`src/rtl/game_session_if.sv`:
```
// Handshake bundle between the game-session sequencer and the rest of the cartridge:
// key/game-logic requests in, state, run gate and BCD time out.
interface game_session_if;
    logic       key_start;
    logic       key_pause;
    logic       game_won_in;
    logic       game_over_in;
    logic       game_run;
    logic [2:0] state;
    logic       tick_1s;
    logic [3:0] time_1s;
    logic [3:0] time_10s;
    logic [3:0] time_100s;
    logic       time_max_flag;

    modport master (
        output key_start, key_pause, game_won_in, game_over_in,
        input  game_run, state, tick_1s, time_1s, time_10s, time_100s, time_max_flag
    );

    modport slave (
        input  key_start, key_pause, game_won_in, game_over_in,
        output game_run, state, tick_1s, time_1s, time_10s, time_100s, time_max_flag
    );
endinterface

```
`src/rtl/game_session_ctrl.sv`:
```
// Game-session sequencer: IDLE/RUN/PAUSE/WON/OVER FSM with the one-second prescaler,
// a saturating 3-digit BCD elapsed-time counter and an optional time limit.
module game_session_ctrl #(
    parameter int TICK_DIV   = 25000000,
    parameter int TIME_LIMIT = 999
) (
    input  logic             sys_clk,
    input  logic             sys_rst_n,
    game_session_if.slave    gs
);
    typedef enum logic [2:0] {
        S_IDLE  = 3'd0,
        S_RUN   = 3'd1,
        S_PAUSE = 3'd2,
        S_WON   = 3'd3,
        S_OVER  = 3'd4
    } state_t;

    localparam int              PW         = $clog2(TICK_DIV);
    localparam logic [PW-1:0]   PRESC_LAST = PW'(TICK_DIV - 1);
    localparam logic [3:0]      LIM_U      = 4'(TIME_LIMIT % 10);
    localparam logic [3:0]      LIM_T      = 4'((TIME_LIMIT / 10) % 10);
    localparam logic [3:0]      LIM_H      = 4'((TIME_LIMIT / 100) % 10);

    state_t          state_reg, state_next;
    logic [PW-1:0]   presc_reg, presc_next;
    logic [3:0]      digit_reg  [3];
    logic [3:0]      digit_next [3];
    logic [3:0]      digit_inc  [3];
    logic [2:0]      nine;
    logic            tick_reg, tick_next;
    logic            flag_reg, flag_next;
    logic            run_reg;
    logic            at_max;
    logic            limit_hit;

    // Digit gi advances only when every lower digit is rolling over from 9.
    genvar gi;
    generate
        for (gi = 0; gi < 3; gi++) begin : g_bcd
            assign nine[gi] = (digit_reg[gi] == 4'd9);
            if (gi == 0) begin : g_lsd
                assign digit_inc[gi] = nine[gi] ? 4'd0 : digit_reg[gi] + 4'd1;
            end else begin : g_upper
                assign digit_inc[gi] = (&nine[gi-1:0])
                                     ? (nine[gi] ? 4'd0 : digit_reg[gi] + 4'd1)
                                     : digit_reg[gi];
            end
        end
    endgenerate

    assign at_max    = &nine;
    assign limit_hit = (digit_inc[2] == LIM_H) && (digit_inc[1] == LIM_T) && (digit_inc[0] == LIM_U);

    always_comb begin
        state_next = state_reg;
        presc_next = presc_reg;
        digit_next = digit_reg;
        tick_next  = 1'b0;
        flag_next  = flag_reg;
        case (state_reg)
            S_IDLE: begin
                if (gs.key_start) begin
                    state_next = S_RUN;
                    presc_next = '0;
                    digit_next = '{default: 4'd0};
                    flag_next  = 1'b0;
                end
            end
            S_RUN: begin
                if (gs.game_over_in)      state_next = S_OVER;
                else if (gs.game_won_in)  state_next = S_WON;
                else if (gs.key_pause)    state_next = S_PAUSE;
                else if (presc_reg == PRESC_LAST) begin
                    presc_next = '0;
                    tick_next  = 1'b1;
                    if (!at_max) begin
                        digit_next = digit_inc;
                        if (limit_hit) begin
                            flag_next  = 1'b1;
                            state_next = S_OVER;
                        end
                    end
                end else begin
                    presc_next = presc_reg + 1'b1;
                end
            end
            S_PAUSE: begin
                if (gs.game_over_in)      state_next = S_OVER;
                else if (gs.game_won_in)  state_next = S_WON;
                else if (gs.key_pause)    state_next = S_RUN;
            end
            S_WON, S_OVER: begin
                // Restart wins even while the game logic still holds won/over high.
                if (gs.key_start) begin
                    state_next = S_IDLE;
                    presc_next = '0;
                    digit_next = '{default: 4'd0};
                    flag_next  = 1'b0;
                end
            end
            default: begin
                state_next = S_IDLE;
                presc_next = '0;
                digit_next = '{default: 4'd0};
                flag_next  = 1'b0;
            end
        endcase
    end

    always_ff @(posedge sys_clk or negedge sys_rst_n) begin
        if (!sys_rst_n) begin
            state_reg <= S_IDLE;
            presc_reg <= '0;
            digit_reg <= '{default: 4'd0};
            tick_reg  <= 1'b0;
            flag_reg  <= 1'b0;
            run_reg   <= 1'b0;
        end else begin
            state_reg <= state_next;
            presc_reg <= presc_next;
            digit_reg <= digit_next;
            tick_reg  <= tick_next;
            flag_reg  <= flag_next;
            run_reg   <= (state_next == S_RUN);
        end
    end

    assign gs.state         = state_reg;
    assign gs.game_run      = run_reg;
    assign gs.tick_1s       = tick_reg;
    assign gs.time_1s       = digit_reg[0];
    assign gs.time_10s      = digit_reg[1];
    assign gs.time_100s     = digit_reg[2];
    assign gs.time_max_flag = flag_reg;
endmodule
```
`src/flat_wrapper.sv`:
```
// flat-port wrapper written by rule: the top's interface ports become plain ports
module game_session_ctrl_flat 
#(
    parameter int TICK_DIV   = 25000000,
    parameter int TIME_LIMIT = 999
)
  (sys_clk, sys_rst_n, gs_key_start, gs_key_pause, gs_game_won_in, gs_game_over_in, gs_game_run, gs_state, gs_tick_1s, gs_time_1s, gs_time_10s, gs_time_100s, gs_time_max_flag);
  game_session_if gs_i ();
  input  logic sys_clk;
  input  logic sys_rst_n;
  input wire logic [$bits(gs_i.key_start)-1:0] gs_key_start;
  input wire logic [$bits(gs_i.key_pause)-1:0] gs_key_pause;
  input wire logic [$bits(gs_i.game_won_in)-1:0] gs_game_won_in;
  input wire logic [$bits(gs_i.game_over_in)-1:0] gs_game_over_in;
  output wire logic [$bits(gs_i.game_run)-1:0] gs_game_run;
  output wire logic [$bits(gs_i.state)-1:0] gs_state;
  output wire logic [$bits(gs_i.tick_1s)-1:0] gs_tick_1s;
  output wire logic [$bits(gs_i.time_1s)-1:0] gs_time_1s;
  output wire logic [$bits(gs_i.time_10s)-1:0] gs_time_10s;
  output wire logic [$bits(gs_i.time_100s)-1:0] gs_time_100s;
  output wire logic [$bits(gs_i.time_max_flag)-1:0] gs_time_max_flag;
  assign gs_i.key_start = gs_key_start;
  assign gs_i.key_pause = gs_key_pause;
  assign gs_i.game_won_in = gs_game_won_in;
  assign gs_i.game_over_in = gs_game_over_in;
  assign gs_game_run = gs_i.game_run;
  assign gs_state = gs_i.state;
  assign gs_tick_1s = gs_i.tick_1s;
  assign gs_time_1s = gs_i.time_1s;
  assign gs_time_10s = gs_i.time_10s;
  assign gs_time_100s = gs_i.time_100s;
  assign gs_time_max_flag = gs_i.time_max_flag;
  game_session_ctrl #(.TICK_DIV(TICK_DIV), .TIME_LIMIT(TIME_LIMIT)) u_core (.sys_clk(sys_clk), .sys_rst_n(sys_rst_n), .gs(gs_i));
endmodule
```
`config.mk`:
```
export PLATFORM = sky130hd
export DESIGN_NAME = game_session_ctrl_flat
export DESIGN_NICKNAME = d
export VERILOG_FILES = /design/src/rtl/game_session_if.sv /design/src/rtl/game_session_ctrl.sv /design/src/flat_wrapper.sv
export SDC_FILE = /design/constraint.sdc
export NUM_CORES = 1
export LEC_CHECK = 0
export BUFFER_PORTS_ARGS = -buffer_cell sky130_fd_sc_hd__buf_2
export CAP_MARGIN = 20
export CORE_MARGIN = 10
export CORE_UTILIZATION = 45
export CTS_CLUSTER_DIAMETER = 150
export CTS_CLUSTER_SIZE = 30
export DETAILED_ROUTE_END_ITERATION = 8
export PLACE_DENSITY_LB_ADDON = 0.15
export RECOVER_POWER = 50
export SYNTH_ARGS = -nofsm -noshare
export SYNTH_HDL_FRONTEND = slang
export SYNTH_SLANG_ARGS = --single-unit
```
`constraint.sdc`:
```
create_clock -name sys_clk -period 6.41 [get_ports sys_clk]
set_clock_uncertainty 0.05 [all_clocks]
set_input_delay 0.3205 -clock sys_clk [delete_from_list [all_inputs] [get_ports sys_clk]]
set_output_delay 0.3205 -clock sys_clk [all_outputs]
set_load 0.02 [all_outputs]
```
==> flow_metrics.tcl, run 1 <==
set metrics [dict create \
    critPathKind "register to register" \
    area_growth_pct 10.36 \
    cts_inserted_buffers 5 \
    grt_setup_unrepaired "no" \
    overflow 0 \
    layout_common_cells "dfrtp_1, nor2_1, nand2_1" \
    synth_nets 319 \
    postCtsSetupBuffers 0 \
    grt_max_degree 44 \
    grt_first_pass_wirelength_um 11210 \
    power_leakage_nw 1.214 \
    internal_power_mw 0.5034 \
    synth_area_leaders "dfrtp_1, nor2_1, nand2_1" \
    wl_um 6528 \
    die_h_um 97.01 \
    grt_pass1_vias 2283 \
    grt_util_all_layers 0.1362 \
    fin_crit_sh 0.4033 \
    cts-root-buf "clkbuf_8" \
    cts-hold-fix-buffers 0 \
    largest_reg_flops 25 \
    layout.nets 336 \
    slew_headroom 0.2098 \
    post-route-util 0.5221 \
    status "finished, final reports clean" \
    row_count 27 \
    netlist-cell-type-count 52 \
    netlist.area_leader.share 0.4032 \
    first_pass_iters 4 \
    cpMostUsedCell "buf_4" \
    pwr-share-comb 0.386 \
    fmax_mhz 386.8 \
    fin_setup_tns_ns 0 \
    slowest_stage "or4_4" \
    min_path_type "input pin to register" \
    initial_utilization 0.4731 \
    pre_cts_ws_ns 3.842 \
    synthArstFlopShare 1.000 \
    seq_area_frac_synth 0.4032 \
    finalHoldViolCount 0 \
    clkPwrFrac 0.241 \
    power.total_mw 0.8615 \
    yosysWarnings 0 \
    pin_count 24 \
    drtIter0Drc 158 \
    synth_edf_count 0 \
    die_x_um 97.01 \
    cts_resized 0 \
    ant_nets 0 \
    min_period_ns 2.585 \
    coreArea_mm2 0.005642 \
    worstSkewPairLatency_ns 0.30 \
    max_stage_delay_ns 0.56 \
    antennaDiodeCount 0 \
    yosysTopAreaCell "dfrtp_1" \
    cts.sinks 43 \
    dr_total_vias 2426 \
    swShare 0.4157 \
    power_density_mw_per_mm2 292.5 \
    worst_ep_required_time_ns 6.58 \
    setup_viol 0 \
    seqPwrFrac 0.373 \
    vias_per_cell 6.050 \
    ys_ff_latch 43 \
    end_kind "register" \
    irDropWorstVdd_uv 177.4 \
    syn_area_per_cell_um2 8.554 \
    drc 0 \
    dp_hpwl_um 4610 \
    syn-cell-area_mm2 0.002669 \
    critical_path.max_fanout 24 \
    worst_pin_slew_ns 1.185 \
    drv_slew 0 \
    drv_cap 0 \
    numPortBuffers 23 \
    dieArea_mm2 0.009411 \
    synth_cells 312 \
    cp.arrival_ns 2.76 \
    setup_ws_ns 3.825 \
    drive_gt1_frac 0.08815 \
    start_kind "register" \
    crit_chain "nor3b_1, buf_4, a221o_1, buf_4, or4_4, or3_1, a21oi_1" \
    clk_pin_slew_ns 0.08 \
    htreeDepth 2 \
    antenna_found_initial 0 \
    gp_congestion 0.8618 \
    synth-main-ff-cell "dfrtp_1" \
    wl_per_cell_um 16.28 \
    cts_tree "yes" \
    switchingPower_mw 0.3581 \
    final_common_cell "dfrtp_1" \
    clockBufferDepth 2 \
]
## through the flow
| step | cells | area, um^2 | hold WS, ns |
|---|---|---|---|
| floorplan | 312 | 2669 | -0.02509 |
| global placement | 392 | 2841 | 0.4399 |
| detailed placement | 392 | 2841 | 0.4269 |
| CTS | 399 | 2944 | 0.1580 |
| global route | 401 | 2945 | 0.2866 |
| finish | 401 | 2945 | 0.2572 |
## worst max-delay path, delay by kind of cell, from the launching register on
| family | cells | cell delay (ns) |
|---|---|---|
| simple gates | 3 | 1.07 |
| flops | 1 | 0.50 |
| compound gates | 2 | 0.46 |
| buf+inv | 2 | 0.41 |
## cell type report
| class | count | area, um^2 |
|---|---|---|
| well taps | 72 | 90.09 |
| clock buffers | 6 | 72.57 |
| repair buffers | 30 | 153.9 |
| clock inverters | 1 | 30.03 |
| multi-input cells | 244 | 1504 |
| inverters | 5 | 18.77 |
| fillers | 541 | 2696 |
| flip-flops and latches | 43 | 1076 |
## cells by family after synthesis
family | synth area share
simple gates | 0.3432
flops | 0.4032
compound gates | 0.1463
xor+xnor | 0.05907
buf+inv | 0.03563
mux | 0.007970
fa+ha+maj | 0.004687
## synth_stat cells (all sizes together), types with 7 or more instances
cell    number
nand4       16
nor3        10
xnor2       12
nor2        34
clkbuf      19
nor4        10
a21oi        8
and4        10
and3         7
o21ai       19
nand3       10
nand2       28
dfrtp       43
## path summary, 6_finish.rpt
kind,startpoint,end,slack (ns),depth (start not counted)
setup / recovery,u_core.gs.state[0],u_core.presc_reg[22],3.83,7
hold / removal,gs_game_won_in,u_core.gs.state[0],0.26,2
setup reg to reg,u_core.gs.state[0],u_core.presc_reg[22],3.83,7
hold reg to reg,u_core.gs.time_max_flag,u_core.gs.time_max_flag,0.45,2
max in group asynchronous,sys_rst_n,u_core.presc_reg[0],3.94,3
min in group asynchronous,sys_rst_n,u_core.gs.time_1s[2],0.72,2
## per-layer routing
layer | GRT usage | up-vias | wire length, um | share of wire
li1 | - | 1179 | - | -
met1 | 0.1869 | 1168 | 3146 | 0.48
met2 | 0.2081 | 68 | 2944 | 0.45
met3 | 0.02342 | 11 | 322 | 0.049
met4 | 0.04848 | 0 | 114 | 0.017
met5 | 0 | - | 0 | 0
## power groups by stage
stage | Combinational, mW | Clock (mW) | Sequential, mW
6_report | 0.332 | 0.208 | 0.321
5_1_grt | 0.372 | 0.221 | 0.325
4_1_cts | 0.336 | 0.211 | 0.321
3_5_place_dp | 0.334 | 0 | 0.326
3_3_place_gp | 0.332 | 0 | 0.324
2_1_floorplan | 0.221 | 0 | 0.326
Note: power is estimated with default switching activity, not from simulation.
==> run 2: changes to the inputs <==
==> constraint.sdc (replaced) <==
create_clock -name sys_clk -period 2.7 [get_ports sys_clk]
set_clock_uncertainty 0.05 [all_clocks]
set_input_delay 0.135 -clock sys_clk [delete_from_list [all_inputs] [get_ports sys_clk]]
set_output_delay 0.135 -clock sys_clk [all_outputs]
set_load 0.02 [all_outputs]
==> flow_metrics.tcl, run 2 (synthesis results as in run 1) <==
set metrics [dict create \
    grt_pass1_vias 2335 \
    setup_viol 0 \
    place_inst 400 \
    area_growth_pct 12.42 \
    reg2reg_from "u_core.gs.state[0]" \
    worst_ep_required_time_ns 2.88 \
    min_path_type "input pin to register" \
    nFillCells 554 \
    critPathLaunch "u_core.gs.state[0]" \
    die_x_um 97.01 \
    finalHoldViolCount 0 \
    ant_nets 0 \
    coreArea_mm2 0.005642 \
    min_period_ns 2.298 \
    dp_hpwl_um 4737 \
    numPortBuffers 23 \
    worstSkewPairLatency_ns 0.30 \
    grt_max_degree 44 \
    wl_per_cell_um 16.41 \
    antenna_found_initial 0 \
    power_leakage_nw 1.254 \
    layout.nets 344 \
    clk_pin_slew_ns 0.08 \
    slew_headroom 0.3817 \
    drive_gt1_frac 0.1124 \
    overflow 0 \
    start_kind "register" \
    power.total_mw 2.006 \
    pin_count 24 \
    rr_endpoint "u_core.presc_reg[22]" \
    grt_util_all_layers 0.1422 \
    setup_ws_ns 0.4023 \
    cts.sinks 43 \
    htreeDepth 2 \
    r2r.worst_path.cells 5 \
    fin_crit_sh 0.8510 \
    cts_resized 0 \
    wl_um 6729 \
    stdcell_area_mm2 0.003000 \
    worst_pin_slew_ns 0.9275 \
    largest_reg_flops 25 \
    first_pass_iters 4 \
    gp_congestion 0.8710 \
    cts_inserted_buffers 5 \
    die_h_um 97.01 \
    fmax_mhz 435.2 \
    critical_path.max_fanout 12 \
    clockBufferDepth 2 \
    drv_cap 0 \
    final_common_cell "dfrtp_1" \
    drv_slew 0 \
    status "finished, final reports clean" \
    vias_per_cell 5.924 \
    cts_tree "yes" \
    power_density_mw_per_mm2 668.6 \
    grt_setup_unrepaired "no" \
    instances_no_fill 410 \
    antennaDiodeCount 0 \
    endpoint "u_core.presc_reg[22]" \
    end_kind "register" \
    placed_cell_area_mm2 0.002902 \
    dieArea_mm2 0.009411 \
    grt_first_pass_wirelength_um 11670 \
    critPathKind "register to register" \
    pre_cts_ws_ns 0.4522 \
    dr_total_vias 2429 \
    drc 0 \
    irDropWorstVdd_uv 516.4 \
    cp.arrival_ns 2.47 \
    r2r_slack_ns 0.40 \
    cts-root-buf "clkbuf_8" \
    drtIter0Drc 145 \
    initial_utilization 0.4731 \
    layout_common_cells "dfrtp_1, nor2_1, nand2_1" \
    row_count 27 \
    fin_setup_tns_ns 0 \
]
[run 2: cell types whose count changed in the layout (fill, tap and decap cells not counted)]
cell,previous run,this run
buf_12,0,1
buf_4,5,13
bufinv_16,1,0
clkinv_2,0,1
[run 2: worst min path at each step]
stage	from	endpoint	slack [ns]	cells past startpoint
3_3_place_gp	sys_rst_n	u_core.presc_reg[19]	0.30	1
5_1_grt	gs_game_won_in	u_core.gs.state[0]	0.09	2
6_report	gs_game_won_in	u_core.gs.state[0]	0.08	2
2_1_floorplan	sys_rst_n	u_core.gs.game_run	-0.21	0
4_1_cts	gs_game_won_in	u_core.gs.state[0]	0.07	2
3_5_place_dp	sys_rst_n	u_core.presc_reg[0]	0.32	1
[run 2: routing by layer]
| layer | GRT usage | part of all wire | vias up |
|---|---|---|---|
| li1 | - | - | 1194 |
| met1 | 0.1931 | 0.49 | 1178 |
| met2 | 0.2188 | 0.45 | 50 |
| met3 | 0.02981 | 0.039 | 7 |
| met4 | 0.04397 | 0.012 | 0 |
| met5 | 0 | 0 | - |
[run 2: critical path: stages, from the launching register on]
cell and delay, ns:
dfrtp_1 0.53, a21oi_1 0.18, a221o_1 0.42, or4_4 0.55, or3_1 0.33, a21oi_1 0.15
[run 2: final cells by class]
class / instances / area (um^2) / share of cell area
Multi-Input combinational cell: 244 / 1504 / 0.5012
Sequential cell: 43 / 1076 / 0.3586
Timing Repair Buffer: 38 / 230.2 / 0.07673
Tap cell: 72 / 90.09 / 0.03002
Clock buffer: 7 / 76.32 / 0.02544
Inverter: 5 / 18.77 / 0.006255
Clock inverter: 1 / 5.005 / 0.001668
[run 2: repair_timing]
item / 4_1_cts / 5_1_grt
hold buffers: 1 / 0
endpoints found under the hold margin: 43 / 0
buffers inserted: 0 / 0
[run 2: through the flow]
stage / hold WS, ns / util
2_1_floorplan: -0.2106 / -
3_3_place_gp: 0.3028 / 0.5143
3_5_place_dp: 0.3176 / 0.5143
4_1_cts: 0.07270 / 0.5305
5_1_grt: 0.08815 / 0.5318
6_report: 0.08377 / 0.5318
[run 2: power breakdown]
part / switching, mW / internal, mW
Clock: 0.228 / 0.182
Combinational: 0.571 / 0.264
Sequential: 0.0733 / 0.687
